$ cat src/rtl/stack_pointer_unit_pkg.sv
// Shared types and ATmega32A memory-map constants for the stack pointer unit.
package stack_pointer_unit_pkg;

   typedef enum logic [1:0] {
      IDLE = 2'd0,
      PUSH = 2'd1,
      POP  = 2'd2,
      DONE = 2'd3
   } sp_state_e;

   typedef logic [1:0] nbytes_t;

   localparam logic [15:0] SRAM_START  = 16'h0060;
   localparam logic [15:0] RAMEND      = 16'h085F;
   localparam logic [7:0]  SPH_IO_ADDR = 8'h3E;
   localparam logic [7:0]  SPL_IO_ADDR = 8'h3D;

endpackage

$ cat src/rtl/sp_byte_register.sv
// One byte (or partial byte) of the stack pointer with load enable and reset value.
module sp_byte_register #(
   parameter int          W   = 8,
   parameter logic [W-1:0] RST = '0
) (
   input  logic         clk,
   input  logic         clr_n,
   input  logic         en,
   input  logic [W-1:0] d,
   output logic [W-1:0] q
);

   always_ff @(posedge clk) begin
      if (!clr_n)  q <= RST;
      else if (en) q <= d;
   end

endmodule

$ cat src/rtl/stack_pointer_unit.sv
// AVR stack pointer with SPH/SPL byte writes and autonomous multi-byte PUSH/POP
// sequencing against data memory, plus sticky stack-limit flags.
module stack_pointer_unit
   import stack_pointer_unit_pkg::*;
#(
   parameter int          SP_WIDTH    = 16,
   parameter logic [15:0] RESET_VALUE = 16'h0000,
   parameter logic [15:0] STACK_LO    = SRAM_START,
   parameter logic [15:0] STACK_HI    = RAMEND,
   parameter int          MAX_BYTES   = 3
) (
   input  logic                   clk,
   input  logic                   clr_n,
   input  logic [7:0]             data_inH,
   input  logic [7:0]             data_inL,
   input  logic                   WE_H,
   input  logic                   WE_L,
   input  logic                   push,
   input  logic                   pop,
   input  logic [1:0]             nbytes,
   input  logic [8*MAX_BYTES-1:0] push_data,
   output logic [8*MAX_BYTES-1:0] pop_data,
   output logic                   busy,
   output logic                   done,
   output logic [15:0]            mem_addr,
   output logic [7:0]             mem_wdata,
   output logic                   mem_we,
   output logic                   mem_re,
   input  logic [7:0]             mem_rdata,
   input  logic                   mem_ready,
   output logic [7:0]             spH,
   output logic [7:0]             spL,
   output logic [15:0]            sp,
   output logic                   stk_ovf,
   output logic                   stk_unf
);

   localparam int HW = SP_WIDTH - 8;
   localparam int DW = 8 * MAX_BYTES;

   sp_state_e           state;
   nbytes_t             n, k, pidx;
   logic [DW-1:0]       push_buf, pop_buf, pop_next;
   logic [HW-1:0]       sp_hi, hi_d;
   logic [7:0]          sp_lo, lo_d;
   logic                hi_en, lo_en, step, last, out_of_range;
   logic [SP_WIDTH-1:0] sp_r, sp_dec, sp_inc;

   assign sp_r   = {sp_hi, sp_lo};
   assign sp_dec = sp_r - SP_WIDTH'(1);
   assign sp_inc = sp_r + SP_WIDTH'(1);

   assign step = ((state == PUSH) || (state == POP)) && mem_ready;
   assign last = (k == n - 2'd1);
   assign pidx = n - 2'd1 - k;

   // Push writes at SP then decrements; pop increments first and reads SP+1.
   assign mem_addr     = 16'((state == POP) ? sp_inc : sp_r);
   assign mem_wdata    = push_buf[k*8 +: 8];
   assign mem_we       = (state == PUSH);
   assign mem_re       = (state == POP);
   assign busy         = mem_we || mem_re;
   assign done         = (state == DONE);
   assign out_of_range = (mem_addr < STACK_LO) || (mem_addr > STACK_HI);

   assign sp  = 16'(sp_r);
   assign spH = sp[15:8];
   assign spL = sp[7:0];

   always_comb begin
      pop_next            = pop_buf;
      pop_next[pidx*8 +: 8] = mem_rdata;
   end

   // SP load mux: I/O writes in IDLE, +/-1 on each acknowledged memory beat.
   always_comb begin
      hi_en = 1'b0;
      lo_en = 1'b0;
      hi_d  = data_inH[HW-1:0];
      lo_d  = data_inL;
      if (state == IDLE) begin
         hi_en = WE_H;
         lo_en = WE_L;
      end else if (step) begin
         hi_en = 1'b1;
         lo_en = 1'b1;
         {hi_d, lo_d} = (state == PUSH) ? sp_dec : sp_inc;
      end
   end

   sp_byte_register #(.W(HW), .RST(RESET_VALUE[SP_WIDTH-1:8])) u_sph (
      .clk(clk), .clr_n(clr_n), .en(hi_en), .d(hi_d), .q(sp_hi)
   );

   sp_byte_register #(.W(8), .RST(RESET_VALUE[7:0])) u_spl (
      .clk(clk), .clr_n(clr_n), .en(lo_en), .d(lo_d), .q(sp_lo)
   );

   always_ff @(posedge clk) begin
      if (!clr_n) begin
         state    <= IDLE;
         n        <= 2'd1;
         k        <= '0;
         push_buf <= '0;
         pop_buf  <= '0;
         pop_data <= '0;
         stk_ovf  <= 1'b0;
         stk_unf  <= 1'b0;
      end else begin
         case (state)
            IDLE: begin
               k <= '0;
               if (WE_H || WE_L) begin
                  stk_ovf <= 1'b0;
                  stk_unf <= 1'b0;
               end
               if (push) begin
                  state    <= PUSH;
                  n        <= (nbytes == 2'd0) ? 2'd1 : nbytes;
                  push_buf <= push_data;
               end else if (pop) begin
                  state   <= POP;
                  n       <= (nbytes == 2'd0) ? 2'd1 : nbytes;
                  pop_buf <= '0;
               end
            end
            PUSH: if (mem_ready) begin
               if (out_of_range) stk_ovf <= 1'b1;
               k <= k + 2'd1;
               if (last) state <= DONE;
            end
            POP: if (mem_ready) begin
               if (out_of_range) stk_unf <= 1'b1;
               pop_buf <= pop_next;
               k       <= k + 2'd1;
               if (last) begin
                  state    <= DONE;
                  pop_data <= pop_next;
               end
            end
            default: state <= IDLE;
         endcase
      end
   end

endmodule

$ cat config.mk
export PLATFORM = sky130hd
export DESIGN_NAME = stack_pointer_unit
export DESIGN_NICKNAME = d
export VERILOG_FILES = /design/src/rtl/stack_pointer_unit_pkg.sv /design/src/rtl/sp_byte_register.sv /design/src/rtl/stack_pointer_unit.sv
export SDC_FILE = /design/constraint.sdc
export NUM_CORES = 1
export LEC_CHECK = 0
export BUFFER_PORTS_ARGS = -buffer_cell sky130_fd_sc_hd__buf_2
export CAP_MARGIN = 0
export CORE_AREA = 2 2 109 111
export DETAILED_ROUTE_END_ITERATION = 16
export DIE_AREA = 0 0 111 113
export GPL_ROUTABILITY_DRIVEN = 0
export PLACE_DENSITY = 0.76
export SLEW_MARGIN = 20
export SYNTH_ARGS = -nofsm -noshare
export SYNTH_HDL_FRONTEND = slang
export SYNTH_SLANG_ARGS = --single-unit
$ cat constraint.sdc
create_clock -name clk -period 2.1 [get_ports clk]
set_input_delay 0.315 -clock clk [delete_from_list [all_inputs] [get_ports clk]]
set_output_delay 0.315 -clock clk [all_outputs]
set_load 0.01 [all_outputs]
After elaboration in Yosys (flattened, before gate mapping):

Index checks and enable logic that the tools add are counted.

* add/sub/neg operators: 6
* magnitude comparators: 2
* eq/ne operators: 14
* shift-type cells: 3
* muxes and demuxes: 29
* reduce and logical (&&, ||, !) cells: 19

Operators by type and width (count)
* 24-bit 2-to-1 mux: 3
* 24-bit one-hot mux with 2 select lines: 1
* 5-bit negator with 34-bit output: 1
* 8-bit by 34-bit variable shift with 24-bit output, first input constant: 1
* 8-bit by 34-bit indexed part select with 24-bit output: 1
* 16-bit 2-to-1 mux: 2
* 8-bit 2-to-1 mux: 4
* 24-bit bitwise mux: 1
* 24-bit by 6-bit indexed part select with 8-bit output: 1
* 16-bit by 1-bit adder with 16-bit output, second input constant: 1
* 16-bit by 12-bit > comparator with 1-bit output, second input constant: 1
* 16-bit by 7-bit less-than comparator with 1-bit output, second input constant: 1
* 2-bit 2-to-1 mux: 8
* 16-bit by 1-bit subtractor with 16-bit output, second input constant: 1
* 2-bit by 1-bit != test with 1-bit output, second input constant: 7
* 4-bit AND reduction: 3
* 2-bit one-hot mux with 2 select lines: 2
* 2-bit nonzero test: 4
* 1-bit 2-to-1 mux: 6
* 2-bit AND reduction: 3
* 3-bit AND reduction: 2
* 2-bit == test, second input constant: 2
* 2-bit zero test: 2
* 2-bit != test, second input constant: 2
* 10 further kinds: 13

* register bits: 96
* bits of input ports: 57
* output and inout bits: 86
* logic and storage cells: 83

Depth between registers and ports, before layout:

Gate-level depths: netlist (run 1).

* word-level depth: 7
* depth in mapped cells: 11

By module:

A second synthesis (run 1) with hierarchy kept.

* cells, all modules: 695
* area total of the unflattened synthesis: 5564.1 um^2

By module, submodules not included
* stack_pointer_unit: instances 1, cells each 645, area each 4961.0 um^2
* sp_byte_register: instances 2, cells each 25, area each 301.5 um^2

Worst setup path after synthesis (run 1):

No wires, ideal clock.

* kind: flip-flop to flip-flop
* from: reg u_spl.q[1]
* to: reg stk_ovf
* library setup time: 0.091 ns
* arrival: 2.246 ns
* setup slack: -0.237 ns
* stages on the path, launching flop included: 8
* buffers on the path: 0
* clock period less this slack: 2.337 ns
* cells stage by stage: dfxtp_1 -> ha_1 -> nand4_1 -> nor3_1 -> xor2_1 -> a2111o_1 -> o31a_1 -> a311oi_1

* longest elaborated chain between the ends: 6
* elaborated cells between the ends (all ways): 7
* classes of those cells: add/sub (1); order compare (2); eq/ne (1); mux (1); reduce/logical (2)

Ends and longest elaborated chain
* start, declared: line sp_byte_register.sv:10 `output logic [W-1:0] q`
* start signal, assigned: line sp_byte_register.sv:14 `if (!clr_n) q <= RST;`
* start signal, assigned: line sp_byte_register.sv:15 `else if (en) q <= d;`
* 16-bit by 1-bit adder with 16-bit output *: line stack_pointer_unit.sv:51 `assign sp_inc = sp_r + SP_WIDTH'(1);`
* 16-bit 2-to-1 mux *: line stack_pointer_unit.sv:58 `assign mem_addr = 16'((state == POP) ? sp_inc : sp_r);`
* named net mem_addr[10]: line stack_pointer_unit.sv:25 `output logic [15:0] mem_addr,`
* 16-bit by 7-bit less-than comparator with 1-bit output / 16-bit by 12-bit > comparator with 1-bit output (equally long branches): line stack_pointer_unit.sv:64 `assign out_of_range = (mem_addr < STACK_LO) || (mem_addr > STACK_HI);`
* 1-bit logical OR *: line stack_pointer_unit.sv:64
* 2-bit by 1-bit != test with 1-bit output (no source line) *
* 4-bit AND reduction (no source line) *
* end signal, assigned: line stack_pointer_unit.sv:107 `stk_ovf <= 1'b0;`
* end signal, assigned: line stack_pointer_unit.sv:114 `stk_ovf <= 1'b0;`
* end signal, assigned: line stack_pointer_unit.sv:128 `if (out_of_range) stk_ovf <= 1'b1;`
* end, declared: line stack_pointer_unit.sv:34 `output logic stk_ovf,`

The timed path passes the listed nets; every way through them passes the cells marked *.
A chain may end at the register's enable or synchronous reset.

Final worst setup path (run 1):

* from: reg u_sph.q[2]
* to: out mem_addr[13]

* longest elaborated chain between the ends: 2

Ends and longest elaborated chain (line)
* start, declared: sp_byte_register.sv:10
* start signal, assigned: sp_byte_register.sv:14
* start signal, assigned: sp_byte_register.sv:15
* 16-bit by 1-bit adder with 16-bit output: stack_pointer_unit.sv:51
* 16-bit 2-to-1 mux: stack_pointer_unit.sv:58
* end, declared: stack_pointer_unit.sv:25

No other way between the ends.

==> flow_summary.toml, run 1 <==
[finish]
final_nets = 965
stdcell_count = 1044
fillCellCount = 873
syn_to_final_growth_pct = 42.54
multi_input_area_sq_um = 3423
seq_area_sq_um = 1942
n_antenna_cell = 0
drive_gt1_frac = 0.4129

[die]
dieArea_sq_um = 12540
die_height_um = 113
die_width_um = 111
start_util = 0.4775
io-pin-count = 143
core_sq_um = 11270
num_rows = 39

[logic_synthesis]
netlist_area_sq_um = 5383
syn_nets = 766
synth.yosys.seq_area_share = 0.3570
yosysTopAreaCellShare = 0.3570
yosysWarningCount = 0
synthCells = 698
synthFlopType = "dfxtp_1"
synth_edf_count = 0
yosysUniqueCellTypes = 64
yosysMostFrequentCell = "nand2_1"
netlist_top_cells_count = "107 x nand2_1, 96 x dfxtp_1, 72 x nor2_1, 51 x o21ai_0, 46 x a21oi_1"
synth_top_area_cell = "dfxtp_1"
synth.area.top_cells = "dfxtp_1 36%, nand2_1 7.5%, mux2i_1 5.0%, nor2_1 5.0%, o21ai_0 4.7%"
ys_async_sr_fraction = 0
synth_seq_cells = 96
postSynthAreaPerCell_sq_um = 7.712

[routing]
wl_um = 17240
ant_nets = 0
routedWlPerCell_um = 16.52
vias = 5895
vias_per_cell = 5.647
drt_iter0_markers = 550
drc = 0
dr.pass1.iters = 5

[critical_path]
cp_slowest_cell = "dfxtp_1"
timing.rr.start = "u_spl.q[0]$_SDFFE_PN0P_"
worstPathArrival_ns = 1.97
r2r-end = "stk_ovf$_SDFFE_PN0P_"
crit_path_end_kind = "output pin"
slowest_delay_ns = 0.47
critPathKind = "flop to output pin"
critPathLaunchType = "flop"
r2r_cells = 7
r2r_slack_ns = -0.15
crit_chain = "nand3_1 -> nor4_2 -> buf_4 -> xnor2_2 -> inv_2 -> buf_6 -> buf_6"
critPathRequiredTime_ns = 1.78
cp_max_fo = 4
cpMostUsedCell = "buf_6"

[outcome]
violations = "setup timing"
status = "finished, violations left"

[hold_path]
hp-start = "push_data[14]"
worst_hold_path.endpoint = "push_buf[14]$_SDFFE_PN0P_"
holdPathStages = 3
hold_path_class = "input pin to flop"

[global_routing]
antenna_found_initial = 0
grt-ovfl-total = 0
grt_pass1_vias = 5452
grt_pass1_wl_um = 26710
grtUsageTotal = 0.2592
grt_max_degree = 60

[sta]
finalSetupViolations = 16
rsz0062_at_grt = "true"
maxSlewViolCount = 0
fmax_mhz = 437.7
fin_skew_ns = 0.01000
finalWorstSetupSlack_ns = -0.1846
maxSlewHeadroom = 0.6670
period_needed_ns = 2.285
hold_viol = 0
tightest_slew_ns = 0.4943
min_period_over_period = 1.088
tns_ns = -1.325

[pwr]
irDropWorstVdd_v = 0.0006504
p_leak_nw = 3.483
p_clk_frac = 0.177
seq_power_share = 0.250
power_mw = 9.282
swShare = 0.4214
switching_power_mw = 3.912
combPwrFrac = 0.573
internal_power_mw = 5.370
powerDensity_nw_per_um2 = 1210

[place]
dp_hpwl_um = 11290
dp.cells = 1001
port-buffer-count = 142
dp_slack_ns = -0.3746

[cts]
clkSinkCount = 96
cts_buffers = 9
insertion_delay_ns = 0.35
cts.clk_slew.worst_paths_ns = 0.07
cts_root_buf = "clkbuf_16"
cts_max_path_buffers = 2
cts_tree = "yes"
h-tree-depth = 3
cts_hold_buf = 0

[flow_run]
drv_cap = 0
==> metrics by stage <==
| stage | cell area, sq um | util | hold slack (ns) |
|---|---|---|---|
| floorplan | 5396 | - | 0.4333 |
| global route | 7672 | 0.6807 | 0.2001 |
| global placement | 6540 | 0.5802 | 0.4421 |
| detailed placement | 6540 | 0.5802 | 0.4466 |
| finish | 7672 | 0.6807 | 0.2015 |
| CTS | 7257 | 0.6438 | 0.1959 |
==> power by group through the flow <==
stage / logic, mW / clock network, mW / registers (mW)
final: 5.32 / 1.64 / 2.32
after global routing: 5.74 / 1.76 / 2.36
after CTS: 4.79 / 1.66 / 2.31
after detailed placement: 4.42 / 0 / 2.31
after global placement: 4.38 / 0 / 2.29
after floorplan: 2.70 / 0 / 2.35
==> placed cells by master (no fill, tap or decap), drive strengths merged, types with 6 or more instances in the layout <==
cell type and count:
nor4 6, nand3 14, nor3 13, nand4 9, nand2 107, nand2b 8, ha 11, clkbuf 9
o211a 8, inv 46, a22oi 25, dfxtp 96, mux2i 27, a21oi 46, xor2 9, nor2 72
o21ai 52, buf 251, xnor2 15
==> logic make-up (layout without fill, tap and decap cells) <==
group / after synthesis / after routing / synth area share
buf+inv: 108 / 311 / 0.1046
simple gates: 258 / 258 / 0.2159
compound gates: 174 / 174 / 0.2076
flops: 96 / 96 / 0.3570
fa+ha+maj: 11 / 11 / 0.02557
xor+xnor: 24 / 24 / 0.03905
mux: 27 / 27 / 0.05021
==> how the worst max path moves through the flow <==
stage	start	to	slack (ns)
final	u_sph.q[2]$_SDFFE_PN0P_	mem_addr[13]	-0.18
after global routing	u_spl.q[1]$_SDFFE_PN0P_	mem_addr[15]	-0.27
after CTS	state[0]$_SDFFE_PN0P_	mem_addr[13]	-0.14
after detailed placement	k[1]$_SDFFE_PN0P_	pop_data[11]$_SDFFE_PN0P_	-0.37
after global placement	k[1]$_SDFFE_PN0P_	pop_data[8]$_SDFFE_PN0P_	-0.26
after floorplan	state[0]$_SDFFE_PN0P_	stk_ovf$_SDFFE_PN0P_	-0.16
==> cell type report <==
cell class / count / area share
Timing Repair Buffer: 251 / 0.2171
Multi-Input combinational cell: 494 / 0.4462
Clock buffer: 9 / 0.02935
Clock inverter: 6 / 0.008969
Inverter: 45 / 0.02202
Tap cell: 143 / 0.02332
Sequential cell: 96 / 0.2531
==> critical path, delay by kind of cell (launching register included) <==
kind	cells	cell delay (ns)
buffers and inverters	4	0.44
XOR/XNOR	1	0.11
AND/OR/NAND/NOR	2	0.60
flip-flops	1	0.47
==> state kept, by name (all words and copies together), names as in the netlist <==
register / count
pop_buf: 24
pop_data: 24
push_buf: 24
u_sph.q: 8
u_spl.q: 8
k: 2
n: 2
state: 2
stk_ovf: 1
stk_unf: 1
==> layer usage <==
metal,up-vias,track usage,share of wire
met3,55,0.04231,0.080
met1,2759,0.3273,0.40
met5,-,0,0
met2,297,0.4413,0.48
met4,0,0.1108,0.037
li1,2784,-,-
==> what timing repair did <==
action | in CTS | in global routing
gates resized for setup | 80 | 81
buffers inserted | 21 | 8
pin swaps | 25 | 33
setup endpoints to repair | 46 | 73
(Power assumes the default switching activity.)
==> run 2, diff against run 1 <==
- ABC_AREA: not set -> 1
- CORE_AREA: 2 2 109 111 -> 2 2 142 89
- DIE_AREA: 0 0 111 113 -> 0 0 144 91
- PLACE_DENSITY: 0.76 -> 0.75
==> run 2 against run 1 <==
  * The flow still finishes with violations (setup timing)
  * Flip-flop and latch count is the same
  * Core utilization is 7.0 points lower
  * Sequential power is 13% higher
  * Non-clock buffer count shrank 58
  * Area after synthesis increased by 2.7%
  * Highest routed layer unchanged
  * Critical endpoint is now pop_buf[13]$_SDFFE_PN0P_
  * Register-to-register slack better by 0.14 ns
  * Largest cell class unchanged
  * Sequential share of layout area rose by 1.8 points
  * Global-route usage decreased by 1.3 points
==> flow_summary.toml, run 2 <==
[logic_synthesis]
yosysMostFrequentCell = "nand2_1"
syn_nets = 907
synth.yosys.seq_area_share = 0.3475
yosysUniqueCellTypes = 41
synthCells = 839
netlist_area_sq_um = 5530
netlist_top_cells_count = "164 x nand2_1, 146 x nor2_1, 96 x dfxtp_1, 93 x o21ai_0, 65 x inv_1"
yosysTopAreaCellShare = 0.3475
synth_top_family_by_area = "simple AND/OR/NAND/NOR gates"
synth_edf_count = 0
synth_compound_area_frac = 0.1848
synthFlopType = "dfxtp_1"
yosysWarningCount = 0
synthMuxAreaShare = 0
postSynthAreaPerCell_sq_um = 6.592
synth_seq_cells = 96
ys_async_sr_fraction = 0
synth.area.top_cells = "dfxtp_1 35%, nand2_1 11%, nor2_1 9.9%, o21ai_0 8.4%, a21oi_1 4.5%"
synth_xor_area_frac = 0.02059
synth_top_area_cell = "dfxtp_1"
yosys.area_share.adder = 0.02489
yosys.area_share.simple = 0.3120

[cts]
cts_hold_buf = 0
cts_max_path_buffers = 2
insertion_delay_ns = 0.33
cts_root_buf = "clkbuf_16"
cts.clk_slew.worst_paths_ns = 0.07
h-tree-depth = 3
clkSinkCount = 96
cts_tree = "yes"
cts_buffers = 9

[sta]
finalSetupViolations = 1
hold_viol = 0
period_needed_ns = 2.112
finalWorstSetupSlack_ns = -0.01173
tightest_slew_ns = 0.6060
maxSlewViolCount = 0
min_period_over_period = 1.006
maxSlewHeadroom = 0.5960
rsz0062_at_grt = "true"
fin_skew_ns = 0.004359
fmax_mhz = 473.5

[pwr]
p_leak_nw = 3.329
combPwrFrac = 0.580
powerDensity_nw_per_um2 = 1471
switching_power_mw = 4.883
seq_power_share = 0.249
irDropWorstVdd_v = 0.0006763
swShare = 0.4624
internal_power_mw = 5.677
p_clk_frac = 0.171

[global_routing]
grt_pass1_vias = 5241
grt-ovfl-total = 0
grtUsageTotal = 0.2460
grt_pass1_wl_um = 25900
antenna_found_initial = 0
grt_max_degree = 63

[place]
dp_slack_ns = -0.07395
port-buffer-count = 142
dp_hpwl_um = 11770

[routing]
drt_iter0_markers = 575
dr.pass1.iters = 5
vias_per_cell = 5.252
vias = 6055
ant_nets = 0
wl_um = 17150
drc = 0
routedWlPerCell_um = 14.88

[finish]
layout_commonest_cell = "nand2_1"
final_cell_mix = "161 x nand2_1, 142 x buf_2, 141 x nor2_1"
final_util = 0.6108
final_nets = 1052
reg_top3 = "pop_buf: 24 flops, pop_data: 24 flops, push_buf: 24 flops"
seq_area_sq_um = 1943
multi_input_area_sq_um = 3259
fillCellCount = 1118
drive_gt1_frac = 0.2976
syn_to_final_growth_pct = 29.80
n_antenna_cell = 0

[die]
die_height_um = 91
die_width_um = 144
dieArea_sq_um = 13100
io-pin-count = 143
num_rows = 31
start_util = 0.4706
core_sq_um = 11750

[critical_path]
critPathKind = "flop to flop"
cp_slowest_cell = "dfxtp_2"
slowest_delay_ns = 0.35
cp_max_fo = 8
cp_num_buf_inv = 3
crit_path_end_kind = "flop"
critPathLaunchType = "flop"
cp_top_family = "XOR/XNOR gates"
cpMostUsedCell = "xor2_2"
worstPathArrival_ns = 2.38
crit_chain = "xor2_2 -> xor2_2 -> buf_4 -> xor2_4 -> inv_2 -> ha_4 -> nor2_4 -> buf_6 -> nand4_1 -> o21ai_2 -> nand2_1 -> a21oi_2"
critPathRequiredTime_ns = 2.37

[outcome]
status = "finished, violations left"
violations = "setup timing"

[hold_path]
hold_path_class = "input pin to flop"

[flow_run]
drv_cap = 0
run 2: final timing paths:
path                                               from                        end  slack [ns]  depth (start not counted)
worst max-delay path                  n[1]$_SDFFE_PN0P_   pop_buf[13]$_SDFFE_PN0P_       -0.01                         12
worst min-delay path                      push_data[15]  push_buf[15]$_SDFFE_PN0P_        0.23                          3
worst max register to register        n[1]$_SDFFE_PN0P_   pop_buf[13]$_SDFFE_PN0P_       -0.01                         12
worst min register to register  pop_buf[5]$_SDFFE_PN0P_    pop_buf[5]$_SDFFE_PN0P_        0.46                          2
run 2: final cells by class:
| cell class | count | share of cell area |
|---|---|---|
| clock buffers | 11 | 0.03521 |
| inverters | 73 | 0.04026 |
| multi-input cells | 611 | 0.4541 |
| well taps | 165 | 0.02876 |
| repair buffers | 193 | 0.1602 |
| flip-flops and latches | 96 | 0.2707 |
| clock inverters | 4 | 0.01081 |
run 2: through the flow:
stage	total power [mW]	instances	instance area [sq um]	hold WS (ns)	setup TNS, ns
floorplan	6.230	839	5538	0.4445	0
global placement	7.837	1123	6391	0.4490	0
detailed placement	7.871	1123	6391	0.4569	-0.6673
CTS	9.839	1143	6789	0.2269	0
global route	11.31	1153	7178	0.2313	-1.864
finish	10.56	1153	7178	0.2275	-0.01173
run 2: cell families (layout without fill, tap and decap cells):
logic type,after synthesis,after routing
compound gates,186,186
xor+xnor,13,13
fa+ha+maj,11,11
buf+inv,132,281
flops,96,96
simple gates,401,401
run 2: worst min-delay path, stage by stage:
cell	delay, ns
buf_2	0.07
o21ai_0	0.07
nor2_1	0.07
run 2: power groups by stage:
stage / logic, mW / registers [mW] / clock network (mW)
final: 6.13 / 2.63 / 1.80
after detailed placement: 5.26 / 2.61 / 0
after global placement: 5.23 / 2.60 / 0
after CTS: 5.43 / 2.58 / 1.83
after global routing: 6.73 / 2.67 / 1.90
after floorplan: 3.61 / 2.62 / 0
run 2: routing by layer:
| layer | track usage | up-vias | part of all wire |
|---|---|---|---|
| li1 | - | 3021 | - |
| met1 | 0.3816 | 2729 | 0.48 |
| met2 | 0.3476 | 282 | 0.42 |
| met3 | 0.05222 | 23 | 0.092 |
| met4 | 0.04657 | 0 | 0.013 |
| met5 | 0 | - | 0 |
run 2: what timing repair did:
| item | CTS | global route |
|---|---|---|
| gates cloned | 0 | 2 |
| hold endpoints to repair | 0 | 0 |
| resized for setup | 14 | 79 |
| setup endpoints to repair | 46 | 84 |
| setup buffers | 5 | 9 |
| pin swaps | 3 | 12 |
==> run 3, diff against run 2 <==
- ABC_AREA: 1 -> 0
- CORE_AREA: 2 2 142 89 -> 2 2 140 88
- DIE_AREA: 0 0 144 91 -> 0 0 142 90
==> run 3 against run 2 <==
  * The run still ends with setup timing left
  * Final area grew 7.5%
  * Critical path depth is 5 lower
  * Flip-flop and latch count unchanged
  * Fmax decreased by 6.5%
  * Critical path type is now flop to output pin
==> flow_summary.toml, run 3 (same netlist as run 1, synthesis figures left out) <==
[critical_path]
slowest_delay_ns = 0.41
cp_max_fo = 6
timing.rr.start = "u_spl.q[0]$_SDFFE_PN0P_"
cp_num_buf_inv = 4
crit_path_end_kind = "output pin"
crit_chain = "buf_4 -> nand3_1 -> nor4_4 -> xnor2_1 -> inv_1 -> buf_4 -> buf_2"
cpMostUsedCell = "buf_4"
cp_slowest_cell = "dfxtp_2"
critPathRequiredTime_ns = 1.78
critPathLaunch = "u_sph.q[4]$_SDFFE_PN0P_"
cp_top_family = "buffers and inverters"
critPathLaunchType = "flop"
worstPathArrival_ns = 1.94
critPathKind = "flop to output pin"

[die]
core_sq_um = 11600
die_height_um = 90
io-pin-count = 143
num_rows = 31
start_util = 0.4641
dieArea_sq_um = 12780
die_width_um = 142

[finish]
syn_to_final_growth_pct = 43.35
design_area_sq_um = 7716
n_antenna_cell = 0
fillCellCount = 912
reg_top3 = "pop_buf: 24 flops, pop_data: 24 flops, push_buf: 24 flops"
final_cell_mix = "138 x buf_2, 98 x nand2_1, 91 x buf_4"
stdcell_count = 1050
final_nets = 965
layout_commonest_cell = "buf_2"
drive_gt1_frac = 0.4135

[cts]
cts_max_path_buffers = 2
cts_root_buf = "clkbuf_16"
h-tree-depth = 3
cts_tree = "yes"
clkSinkCount = 96
insertion_delay_ns = 0.34
cts_buffers = 9
cts_hold_buf = 0
cts.clk_slew.worst_paths_ns = 0.07

[routing]
wl_um = 18230
vias = 5956
ant_nets = 0
vias_per_cell = 5.672
dr.pass1.iters = 7
drc = 0
drt_iter0_markers = 443
routedWlPerCell_um = 17.36

[hold_path]
hold_path_class = "input pin to flop"
hp-start = "push_data[10]"

[place]
dp_hpwl_um = 12190
dp.cells = 1002
postPlaceCellArea_sq_um = 6516
port-buffer-count = 142

[global_routing]
grt_pass1_wl_um = 26520
top_usage_layer = "met1"
use_met3 = 0.07938
grt-ovfl-total = 0
grt_util_met1 = 0.3766
antenna_found_initial = 1
grt_max_degree = 56
grt_pass1_vias = 5246
grtUsageTotal = 0.2592
gr-usage-met2 = 0.3736

[pwr]
p_leak_nw = 3.485
powerDensity_nw_per_um2 = 1239
irDropWorstVdd_v = 0.0007032

[sta]
period_needed_ns = 2.259
min_period_over_period = 1.076
tns_ns = -0.9667
maxSlewHeadroom = 0.6763
hold_viol = 0
rsz0062_at_grt = "true"
tightest_slew_ns = 0.4837
whs_ns = 0.2114
maxSlewViolCount = 0
fmax_mhz = 442.6
fin_skew_ns = 0.008819
finalWorstSetupSlack_ns = -0.1593
finalSetupViolations = 11

[outcome]
violations = "setup timing"
status = "finished, violations left"

[flow_run]
drv_cap = 0
[run 3: changes by cell type in the layout (fill, tap and decap cells not counted), moves of 9 or more]
cell | previous run | this run
inv_1 | 61 | 39
buf_6 | 3 | 18
a22oi_1 | 0 | 21
o21ai_0 | 81 | 33
nand2_1 | 161 | 98
nor2_1 | 141 | 69
buf_4 | 44 | 91
nand3_1 | 44 | 10
mux2i_1 | 0 | 27
xnor2_1 | 1 | 10
o22ai_2 | 11 | 1
[run 3: path summary, 6_finish.rpt]
check | slack [ns] | end | cells past startpoint
setup / recovery | -0.16 | mem_addr[14] | 7
hold / removal | 0.21 | push_buf[10]$_SDFFE_PN0P_ | 3
setup reg to reg | -0.13 | u_sph.q[7]$_SDFFE_PN0P_ | 11
hold reg to reg | 0.46 | push_buf[15]$_SDFFE_PN0P_ | 2
[run 3: metrics by stage]
| step | utilization | worst slack (ns) | power [mW] |
|---|---|---|---|
| finish | 0.6653 | -0.1593 | 9.563 |
| global route | 0.6653 | -0.2610 | 10.08 |
| CTS | 0.6219 | -0.1526 | 8.796 |
| detailed placement | 0.5619 | -0.1088 | 6.686 |
| global placement | 0.5619 | -0.04670 | 6.647 |
| floorplan | - | -0.1607 | 5.052 |
[run 3: worst reg2reg max path: cells and delay by family (launching register included)]
kind / cells / cell delay (ns)
simple gates: 2 / 0.37
compound gates: 3 / 0.50
buf+inv: 5 / 0.73
flops: 1 / 0.35
xor+xnor: 1 / 0.17
[run 3: final cells by class]
cell class	instances	area, sq um	share of cell area
Sequential cell	96	1934	0.2507
Multi-Input combinational cell	494	3455	0.4477
Timing Repair Buffer	251	1652	0.2140
Clock buffer	10	229.0	0.02967
Tap cell	148	185.2	0.02400
Clock inverter	6	92.59	0.01200
Inverter	45	168.9	0.02189
[run 3: layer usage]
layer | vias to the layer above | routed length, um
met5 | - | 13
met4 | 2 | 412
met3 | 51 | 1884
met2 | 343 | 7953
met1 | 2773 | 7967
li1 | 2787 | -
[run 3: what timing repair did]
action                                  in CTS  in global routing
pin swaps                                   22                 44
endpoints found under the setup margin      19                 71
setup buffers                               22                 11
resized for setup                           50                109
[run 3: where the power goes]
part	switching, mW	leakage (nW)	internal, mW
Clock	0.735	0.155	1.05
Sequential	0.204	0.785	2.08
Combinational	3.12	2.55	2.36
